[src/rtl/instr_loader_pkg.sv]
// Shared types and frame constants for the boot-time instruction loader.
package instr_loader_pkg;

  typedef enum logic [2:0] {
    S_IDLE,
    S_LEN_HI,
    S_LEN_LO,
    S_DATA,
    S_CKSUM,
    S_DONE,
    S_ERROR
  } state_t;

  localparam int LEN_BYTES  = 2;
  localparam int WORD_BYTES = 4;
  localparam int CKSUM_W    = 8;

  // States in which the loader is consuming frame bytes.
  function automatic logic accepting(input state_t s);
    return (s == S_LEN_HI) || (s == S_LEN_LO) || (s == S_DATA) || (s == S_CKSUM);
  endfunction

endpackage

[src/rtl/instr_loader_packer.sv]
// Packs big-endian bytes into 32-bit words; pulses word_valid the cycle after
// the fourth byte so the word is presented fully assembled.
module instr_loader_packer
  import instr_loader_pkg::*;
(
  input  logic        clk,
  input  logic        rst,
  input  logic        clear,
  input  logic        push,
  input  logic [7:0]  din,
  output logic [31:0] word,
  output logic        word_valid,
  output logic [1:0]  phase
);

  logic [1:0]  cnt;
  logic [31:0] shreg;

  // Shift in one byte per push; flag completion on the last byte of a word.
  always_ff @(posedge clk) begin
    if (rst || clear) begin
      cnt        <= 2'd0;
      shreg      <= 32'd0;
      word_valid <= 1'b0;
    end else begin
      word_valid <= push && (cnt == 2'(WORD_BYTES - 1));
      if (push) begin
        shreg <= {shreg[23:0], din};
        cnt   <= cnt + 2'd1;
      end
    end
  end

  assign word  = shreg;
  assign phase = cnt;

endmodule

[src/rtl/instr_loader.sv]
// Boot loader: receives a length-prefixed, XOR-checksummed byte frame, writes
// the packed words into instruction memory and releases the CPU from reset
// only once the whole image has been verified.
//
// state    | meaning
// ---------+---------------------------------------------------------
// S_IDLE   | waiting for start after reset
// S_LEN_HI | expecting high byte of word count
// S_LEN_LO | expecting low byte of word count; decides length path
// S_DATA   | receiving payload bytes, one write per completed word
// S_CKSUM  | expecting checksum byte
// S_DONE   | image verified, CPU released
// S_ERROR  | overflow or checksum mismatch, CPU held in reset
module instr_loader #(
  parameter int ADDR_W    = 10,
  parameter int BASE_ADDR = 0
) (
  input  logic              clk,
  input  logic              rst,
  input  logic              start,
  input  logic              in_valid,
  input  logic [7:0]        in_data,
  output logic              in_ready,
  output logic              imem_we,
  output logic [ADDR_W-1:0] imem_addr,
  output logic [31:0]       imem_wdata,
  output logic              cpu_rst,
  output logic              done,
  output logic              error
);
  import instr_loader_pkg::*;

  localparam logic [ADDR_W-1:0] BASE = ADDR_W'(BASE_ADDR);
  // Capacity in words; a count equal to capacity is legal and may wrap.
  localparam logic [32:0]       CAP  = 33'd1 << ADDR_W;

  state_t                   state;
  state_t                   nxt;
  logic [7:0]               len_hi;
  logic [8*LEN_BYTES-1:0]   len_n;
  logic [8*LEN_BYTES-1:0]   words_left;
  logic [CKSUM_W-1:0]       cksum;
  logic [ADDR_W-1:0]        addr;
  logic                     xfer;
  logic                     restart;
  logic                     last_byte;
  logic                     pk_push;
  logic [31:0]              pk_word;
  logic                     pk_valid;
  logic [1:0]               pk_phase;

  assign xfer      = in_valid && in_ready;
  assign len_n     = {len_hi, in_data};
  assign last_byte = (pk_phase == 2'(WORD_BYTES - 1));
  assign restart   = start && ((state == S_IDLE) || (state == S_DONE) || (state == S_ERROR));
  assign pk_push   = (state == S_DATA) && xfer;

  // Next-state decision for the frame parser.
  always_comb begin
    nxt = state;
    case (state)
      S_IDLE, S_DONE, S_ERROR: if (start) nxt = S_LEN_HI;
      S_LEN_HI:                if (xfer) nxt = S_LEN_LO;
      S_LEN_LO: begin
        if (xfer) begin
          if (33'(len_n) > CAP)  nxt = S_ERROR;
          else if (len_n == '0)  nxt = S_CKSUM;
          else                   nxt = S_DATA;
        end
      end
      S_DATA:  if (xfer && last_byte && (words_left == 16'd1)) nxt = S_CKSUM;
      S_CKSUM: if (xfer) nxt = (in_data == cksum) ? S_DONE : S_ERROR;
      default: nxt = S_IDLE;
    endcase
  end

  // State register, registered status outputs and frame bookkeeping.
  always_ff @(posedge clk) begin
    if (rst) begin
      state      <= S_IDLE;
      in_ready   <= 1'b0;
      cpu_rst    <= 1'b1;
      done       <= 1'b0;
      error      <= 1'b0;
      len_hi     <= 8'd0;
      words_left <= '0;
      cksum      <= '0;
      addr       <= BASE;
    end else begin
      state    <= nxt;
      in_ready <= accepting(nxt);
      cpu_rst  <= (nxt != S_DONE);
      done     <= (nxt == S_DONE);
      error    <= (nxt == S_ERROR);
      if (restart) begin
        len_hi     <= 8'd0;
        words_left <= '0;
        cksum      <= '0;
        addr       <= BASE;
      end else begin
        if ((state == S_LEN_HI) && xfer) len_hi <= in_data;
        if ((state == S_LEN_LO) && xfer) words_left <= len_n;
        if (pk_push) begin
          cksum <= cksum ^ in_data;
          if (last_byte) words_left <= words_left - 16'd1;
        end
        // Advance after the write so imem_addr holds during the strobe.
        if (pk_valid) addr <= addr + 1'b1;
      end
    end
  end

  instr_loader_packer u_packer (
    .clk        (clk),
    .rst        (rst),
    .clear      (restart),
    .push       (pk_push),
    .din        (in_data),
    .word       (pk_word),
    .word_valid (pk_valid),
    .phase      (pk_phase)
  );

  assign imem_we    = pk_valid;
  assign imem_wdata = pk_word;
  assign imem_addr  = addr;

endmodule
[config.mk]
export PLATFORM = sky130hd
export DESIGN_NAME = instr_loader
export DESIGN_NICKNAME = d
export VERILOG_FILES = /design/src/rtl/instr_loader_pkg.sv /design/src/rtl/instr_loader_packer.sv /design/src/rtl/instr_loader.sv
export SDC_FILE = /design/constraint.sdc
export NUM_CORES = 1
export LEC_CHECK = 0
export ABC_AREA = 1
export CORE_ASPECT_RATIO = 0.9
export CORE_MARGIN = 2
export CORE_UTILIZATION = 56
export CTS_BUF_LIST = sky130_fd_sc_hd__clkbuf_2 sky130_fd_sc_hd__clkbuf_4 sky130_fd_sc_hd__clkbuf_8
export CTS_CLUSTER_SIZE = 14
export DETAILED_ROUTE_END_ITERATION = 10
export GPL_TIMING_DRIVEN = 0
export PLACE_DENSITY_LB_ADDON = 0.15
export SLEW_MARGIN = 30
export SYNTH_ARGS = -nofsm -noshare
export SYNTH_HDL_FRONTEND = slang
export SYNTH_SLANG_ARGS = --single-unit
[constraint.sdc]
create_clock -name clk -period 1.9 [get_ports clk]
set_input_delay 0.38 -clock clk [delete_from_list [all_inputs] [get_ports clk]]
set_output_delay 0.38 -clock clk [all_outputs]
set_load 0.02 [all_outputs]
Word level (Yosys, flattened, before mapping)
Index checks and enable logic that the tools add are counted.
W data, S select, Z words.
{"block": "classes", "n_eq_ne": 16, "bitwise": 1, "n_addsub": 3, "n_mux": 12, "reduce_logical": 18, "n_lt_le_gt_ge": 1}
{"op": "$mux W16", "count": 3}
{"op": "$mux W3", "count": 7}
{"op": "$eq A3 B3 Y1 const B", "count": 6}
{"op": "$eq A16 B1 Y1 const B", "count": 1}
{"op": "$gt A16 B11 Y1 const B", "count": 1}
{"op": "$logic_not A16 Y1", "count": 1}
{"op": "$sub A16 B1 Y16 const B", "count": 1}
{"op": "$pmux W3 S5", "count": 1}
{"op": "$eq A3 B2 Y1 const B", "count": 4}
{"op": "$add A10 B1 Y10 const B", "count": 1}
{"op": "$eq A8 B8 Y1", "count": 1}
{"op": "$logic_and A1 B1 Y1", "count": 8}
{"op": "$xor A8 B8 Y8", "count": 1}
{"op": "$eq A3 B1 Y1 const B", "count": 2}
{"op": "$logic_or A1 B1 Y1", "count": 6}
{"op": "$logic_not A3 Y1", "count": 1}
{"op": "$ne A3 B3 Y1 const B", "count": 1}
{"op": "$reduce_or A3 Y1", "count": 1}
{"op": "$add A2 B1 Y2 const B", "count": 1}
{"op": "$eq A2 B2 Y1 const B", "count": 1}
{"op": "$mux W2", "count": 1}
{"op": "$reduce_or A2 Y1", "count": 1}
{"block": "totals", "in_bits": 12, "output_inout_bits": 47, "word_cells": 63, "reg_bits": 84}

Logic depth before layout (Yosys ltp)
{"block": "depth", "ltp_word": 9, "ltp_mapped": 13, "depth_no_buf": 13}

Cells and area by module
From an unflattened synthesis, not the netlist that was laid out.
{"block": "hier_totals", "hier_cells": 615, "hier_area_um2": 4206.5}
{"module": "instr_loader", "area_each_um2": 2743.9, "instances": 1, "cells_each": 396, "seq_area_each_um2": 980.9}
{"module": "instr_loader_packer", "area_each_um2": 1462.7, "instances": 1, "cells_each": 219, "seq_area_each_um2": 700.7}

Least setup slack after synthesis
No wires, ideal clock.
{"block": "synth_path", "path_type": "register to register", "start": "register in_ready", "end": "register in_ready", "setup_ns": 0.115, "required_ns": 1.785, "setup_slack_ns": 0.268, "stages_incl_launch_ff": 10, "synth_period_minus_slack_ns": 1.632, "arrival_time_ns": 1.517, "n_path_buf": 0, "path_cell_list": "dfxtp_1 -> nand2_1 -> nor3_1 -> nand3_1 -> a21oi_1 -> nand2_1 -> a21oi_2 -> nand3_1 -> nand2_1 -> nor2_1"}
{"block": "synth_between", "elab_chain_cells": 9, "word_cells_on_any_way": 15, "cone_classes": "eq/ne (4); mux (5); reduce/logical (6)"}
{"element": "start, declared", "line_no": "instr_loader.sv:23", "text": "output logic in_ready,"}
{"element": "start signal, assigned", "line_no": "instr_loader.sv:91", "text": "in_ready <= accepting(nxt);"}
{"element": "$logic_and A1 B1 Y1 *", "line_no": "instr_loader.sv:52", "text": "assign xfer = in_valid && in_ready;"}
{"element": "$logic_and A1 B1 Y1 (2 in a row)", "line_no": "instr_loader.sv:71", "text": "S_DATA: if (xfer && last_byte && (words_left == 16'd1)) nxt = S_CKSUM;"}
{"element": "$mux W3", "line_no": "instr_loader.sv:71"}
{"element": "$pmux W3 S5 *", "line_no": "instr_loader.sv:61", "text": "case (state)"}
{"element": "$eq A3 B1 Y1 or $eq A3 B2 Y1 (tied branches)", "line_no": "instr_loader_pkg.sv:20", "text": "return (s == S_LEN_HI) || (s == S_LEN_LO) || (s == S_DATA) || (s == S_CKSUM);"}
{"element": "$logic_or A1 B1 Y1 (2 in a row)", "line_no": "instr_loader_pkg.sv:20"}
{"element": "$logic_or A1 B1 Y1 *", "line_no": "instr_loader_pkg.sv:20"}
Mark *: on every way between the ends. The rest lies on a longest branch, timed or not.
A chain may end at the register's enable or synchronous reset.

Worst setup path in the final report
{"block": "layout_path", "start": "register u_packer.word_valid", "end": "output port imem_we"}
{"element": "start, declared", "line_no": "instr_loader_packer.sv:12", "text": "output logic word_valid,"}
{"element": "start signal, assigned", "line_no": "instr_loader_packer.sv:26", "text": "word_valid <= push && (cnt == 2'(WORD_BYTES - 1));"}
{"element": "end, declared", "line_no": "instr_loader.sv:24", "text": "output logic imem_we,"}
No word-level cell between the ends.

==> summary.md <==
| Metric | Value |
|---|---|
| Outcome | `finished, final reports clean` |
| Drt drc | `0` |
| Final ANT Viol Nets | `0` |
| Gr usage total | `0.270` |
| Clock buffer count from CTS | `9` |
| Vias in the first global route | `~3,600` |
| CP max stage cell | `clkdlybuf4s50_1` |
| Final WS setup | `around 0.1 ns` |
| Cell count after synthesis | `around 540` |
| Number of standard cells in the layout, taps in and fillers out | `about 710` |
| Inserted Diodes | `0` |
| GR Overflow Total | `0` |
| DP Worst Slack | `-0.458 ns` |
| WS Path Type | `register to output port` |
| Initial Util | `0.580` |
| VDD IR-drop max | `roughly 0.00056 V` |
| Die Wd | `~90 µm` |
| Setup Viol. Count Final | `0` |
| Later-pin clock latency in the skew report | `around 0.36 ns` |
| Busiest grt layer | `met2` |
| Pre-antenna DRT Iters | `4` |
| Critical path startpoint category | `register` |
| Final HPWL DP | `~7 mm` |
| Clock Path Buffers | `2` |
| Synthesized area per cell | `between 7 and 8 µm²` |
| Dpl cell area | `around 0.0045 mm²` |
| Worst path required time | `1.52 ns` |
| Sink Count | `84` |
| Placer Congestion | `0.930` |
| Max cap viols | `0` |
| Fin crit share | `0.947` |
| Met3 usage | `0.0554` |
| Grt met1 use | `0.341` |
| Clock skew | `0.00576 ns` |
| CP Buf/Inv Count | `1` |
| Number of synthesized register bits | `between 80 and 90` |
| Design area | `0.00480 mm²` |
| Worst-margin pin slew | `0.514 ns` |
| Post-synth cell types | `33` |
| Min Tclk post-route | `1.80 ns` |
| Clock transition at path regs | `around 0.090 ns` |
| DIE HEIGHT | `slightly above 80 µm` |
| Met2 Use GR | `0.458` |
| Avg Vias per Cell | `roughly 5.4` |
| H-tree levels | `3` |
| Hold Path Class | `primary input to register` |
| Area delta synth->final | `25.6%` |
| Final hold slack | `just under 0.4 ns` |
| Worst Path Max Fanout | `5` |
| Pwr Density | `approximately 690 mW/mm²` |
| Port Buffer Count | `58` |
| Die ar. | `around 0.0075 mm²` |
| Initial DRC Count | `324` |
| RSZ-0062 raised after global routing | `no` |
| First-pass GRT wire length | `16.0 mm` |
| Routed len/inst | `~14 µm` |
| Number of core rows | `28` |
| # placed instances | `around 690` |
| Most used flip-flop cell after synthesis | `dfxtp_1` |
| Number of synthesized flops with an enable pin | `0` |
| Delay-heaviest family, CP | `buffers and inverters` |
| Area of the core | `roughly 0.0066 mm²` |
| Critical Path, Cell by Cell | `clkdlybuf4s50_1` |
| Nets | `about 630` |
| Initial antenna violation count | `0` |
| Fmax | `between 500 and 600 MHz` |
| Layout cell share with drive strength beyond 1 | `0.0810` |
| Pin count of the biggest net entering global routing | `17` |
| Slew HR | `0.658` |
| Leak | `approximately 1.9 nW` |
| Syn_nets | `roughly 560` |
| Seq/Total Area, Yosys | `0.440` |
| Number of synthesis warnings | `0` |
| Arrival time worst endpoint | `around 1.4 ns` |
| Via Count | `~3,800` |
| CTS tree | `done` |
| Fraction of registers with async set/reset | `0` |
| Final Max Slew Viols | `0` |
| Crit. End Element | `output port` |
| Critical Path Max Stage Delay | `roughly 0.64 ns` |
| Num ports | `just under 60` |
| Root buf cell | `clkbuf_8` |
| Post-Syn Area | `0.00382 mm²` |
| Hold Fails Final Rpt | `0` |
| Post-Route WL | `9.82 mm` |
cell families (layout without fill, tap and decap cells):
family	count (synthesis)	after routing	synth area share
adder cells (fa/ha/maj)	4	4	0.0131
AO/OA/AOI/OAI	103	103	0.153
buffers and inverters	72	148	0.0747
AND/OR/NAND/NOR	258	258	0.273
flip-flops	84	84	0.440
XOR/XNOR	20	20	0.0458
registers in the layout, summed over array words and instances (netlist names):
name,cells
in_ready,1
len_hi,8
words_left,16
error,1
done,1
cksum,8
u_packer.phase,2
u_packer.word_valid,1
u_packer.word,32
cpu_rst,1
imem_addr,10
state,3
layer usage:
layer  share of wire  up-vias
met5               0        -
li1                -     1891
met1            0.45     1783
met4           0.020        0
met3           0.054       22
met2            0.48      136
worst reg2reg max path, delay by kind of cell (launching register included):
| kind | cells | cell delay, ns |
|---|---|---|
| AOI/OAI and AO/OA | 3 | 0.59 |
| and+or+nand+nor | 2 | 0.36 |
| DFF | 1 | 0.33 |
| buffers and inverters | 2 | 0.20 |
| adders and majority gates | 1 | 0.20 |
Yosys cell counts, drive strengths merged, types with 7 or more instances:
cell type	n	area, µm²
nand2	159	602
dfxtp	84	1680
nor2	68	270
a21oi	66	353
inv	52	195
o21ai	20	100
nand3	18	95.1
xor2	14	123
clkbuf	12	45.0
nor3	8	45.0
buf	7	41.3
placed cells by master, fill, tap and decap left out, types with 3 or more instances in the layout:
cell type / synthesis / routed
a211oi_1: 3 / 3
clkbuf_1: 12 / 11
a21oi_4: 1 / 3
xnor2_1: 6 / 6
inv_6: 0 / 3
buf_2: 6 / 6
xor2_1: 14 / 14
ha_1: 4 / 4
clkdlybuf4s50_1: 0 / 51
o21ai_0: 19 / 18
dlymetal6s2s_1: 0 / 7
nand2_1: 157 / 156
nand4_1: 3 / 3
nand3_1: 17 / 16
dfxtp_1: 84 / 82
nor2_2: 3 / 6
a21oi_1: 62 / 61
clkbuf_8: 0 / 9
nor3_1: 7 / 7
a311oi_1: 6 / 6
nor2_1: 64 / 61
inv_1: 49 / 49
a31oi_1: 4 / 4
inv_2: 3 / 3
power breakdown:
part           total [mW]  leakage [nW]  switching [mW]  internal (mW)
combinational       0.225          1.09           0.153         0.0713
clock                1.32         0.101           0.695          0.626
sequential           1.78         0.678          0.0109           1.77
total                3.32          1.86           0.859           2.46
cell type report:
cell class	instances	area (µm²)
Clock buffer	9	124
Tap cell	90	113
Clock inverter	7	81.3
Multi-Input combinational cell	385	1900
Sequential cell	84	1680
Fill cell	549	1790
Buffer	19	87.6
Inverter	53	199
Timing Repair Buffer	60	613
stage by stage:
stage,total power [mW],TNS (ns),util
detailed placement,2.03,-23.77,0.685
finish,3.32,0,0.729
floorplan,1.94,0,-
global route,3.43,0,0.729
CTS,3.33,0,0.718
global placement,2.02,-22.32,0.685
final timing paths:
kind | cells after the start | end | from | slack [ns]
min reg2reg | 2 | u_packer.word[28]$_SDFFE_PP0P_ | u_packer.word[28]$_SDFFE_PP0P_ | 0.47
min | 3 | len_hi[3]$_SDFFE_PP0P_ | in_data[3] | 0.39
max | 1 | imem_we | u_packer.word_valid$_SDFF_PP0_ | 0.10
max reg2reg | 8 | words_left[6]$_SDFF_PP0_ | words_left[0]$_SDFF_PP0_ | 0.12
repair_timing:
item | CTS | global route
resized for setup | 1 | 21
pin swaps | 1 | 2
setup buffers | 1 | 1
hold buffers | 0 | 0
setup endpoints to repair | 33 | 16
cloned | 0 | 0
Note: power is estimated with default switching activity, not from simulation.
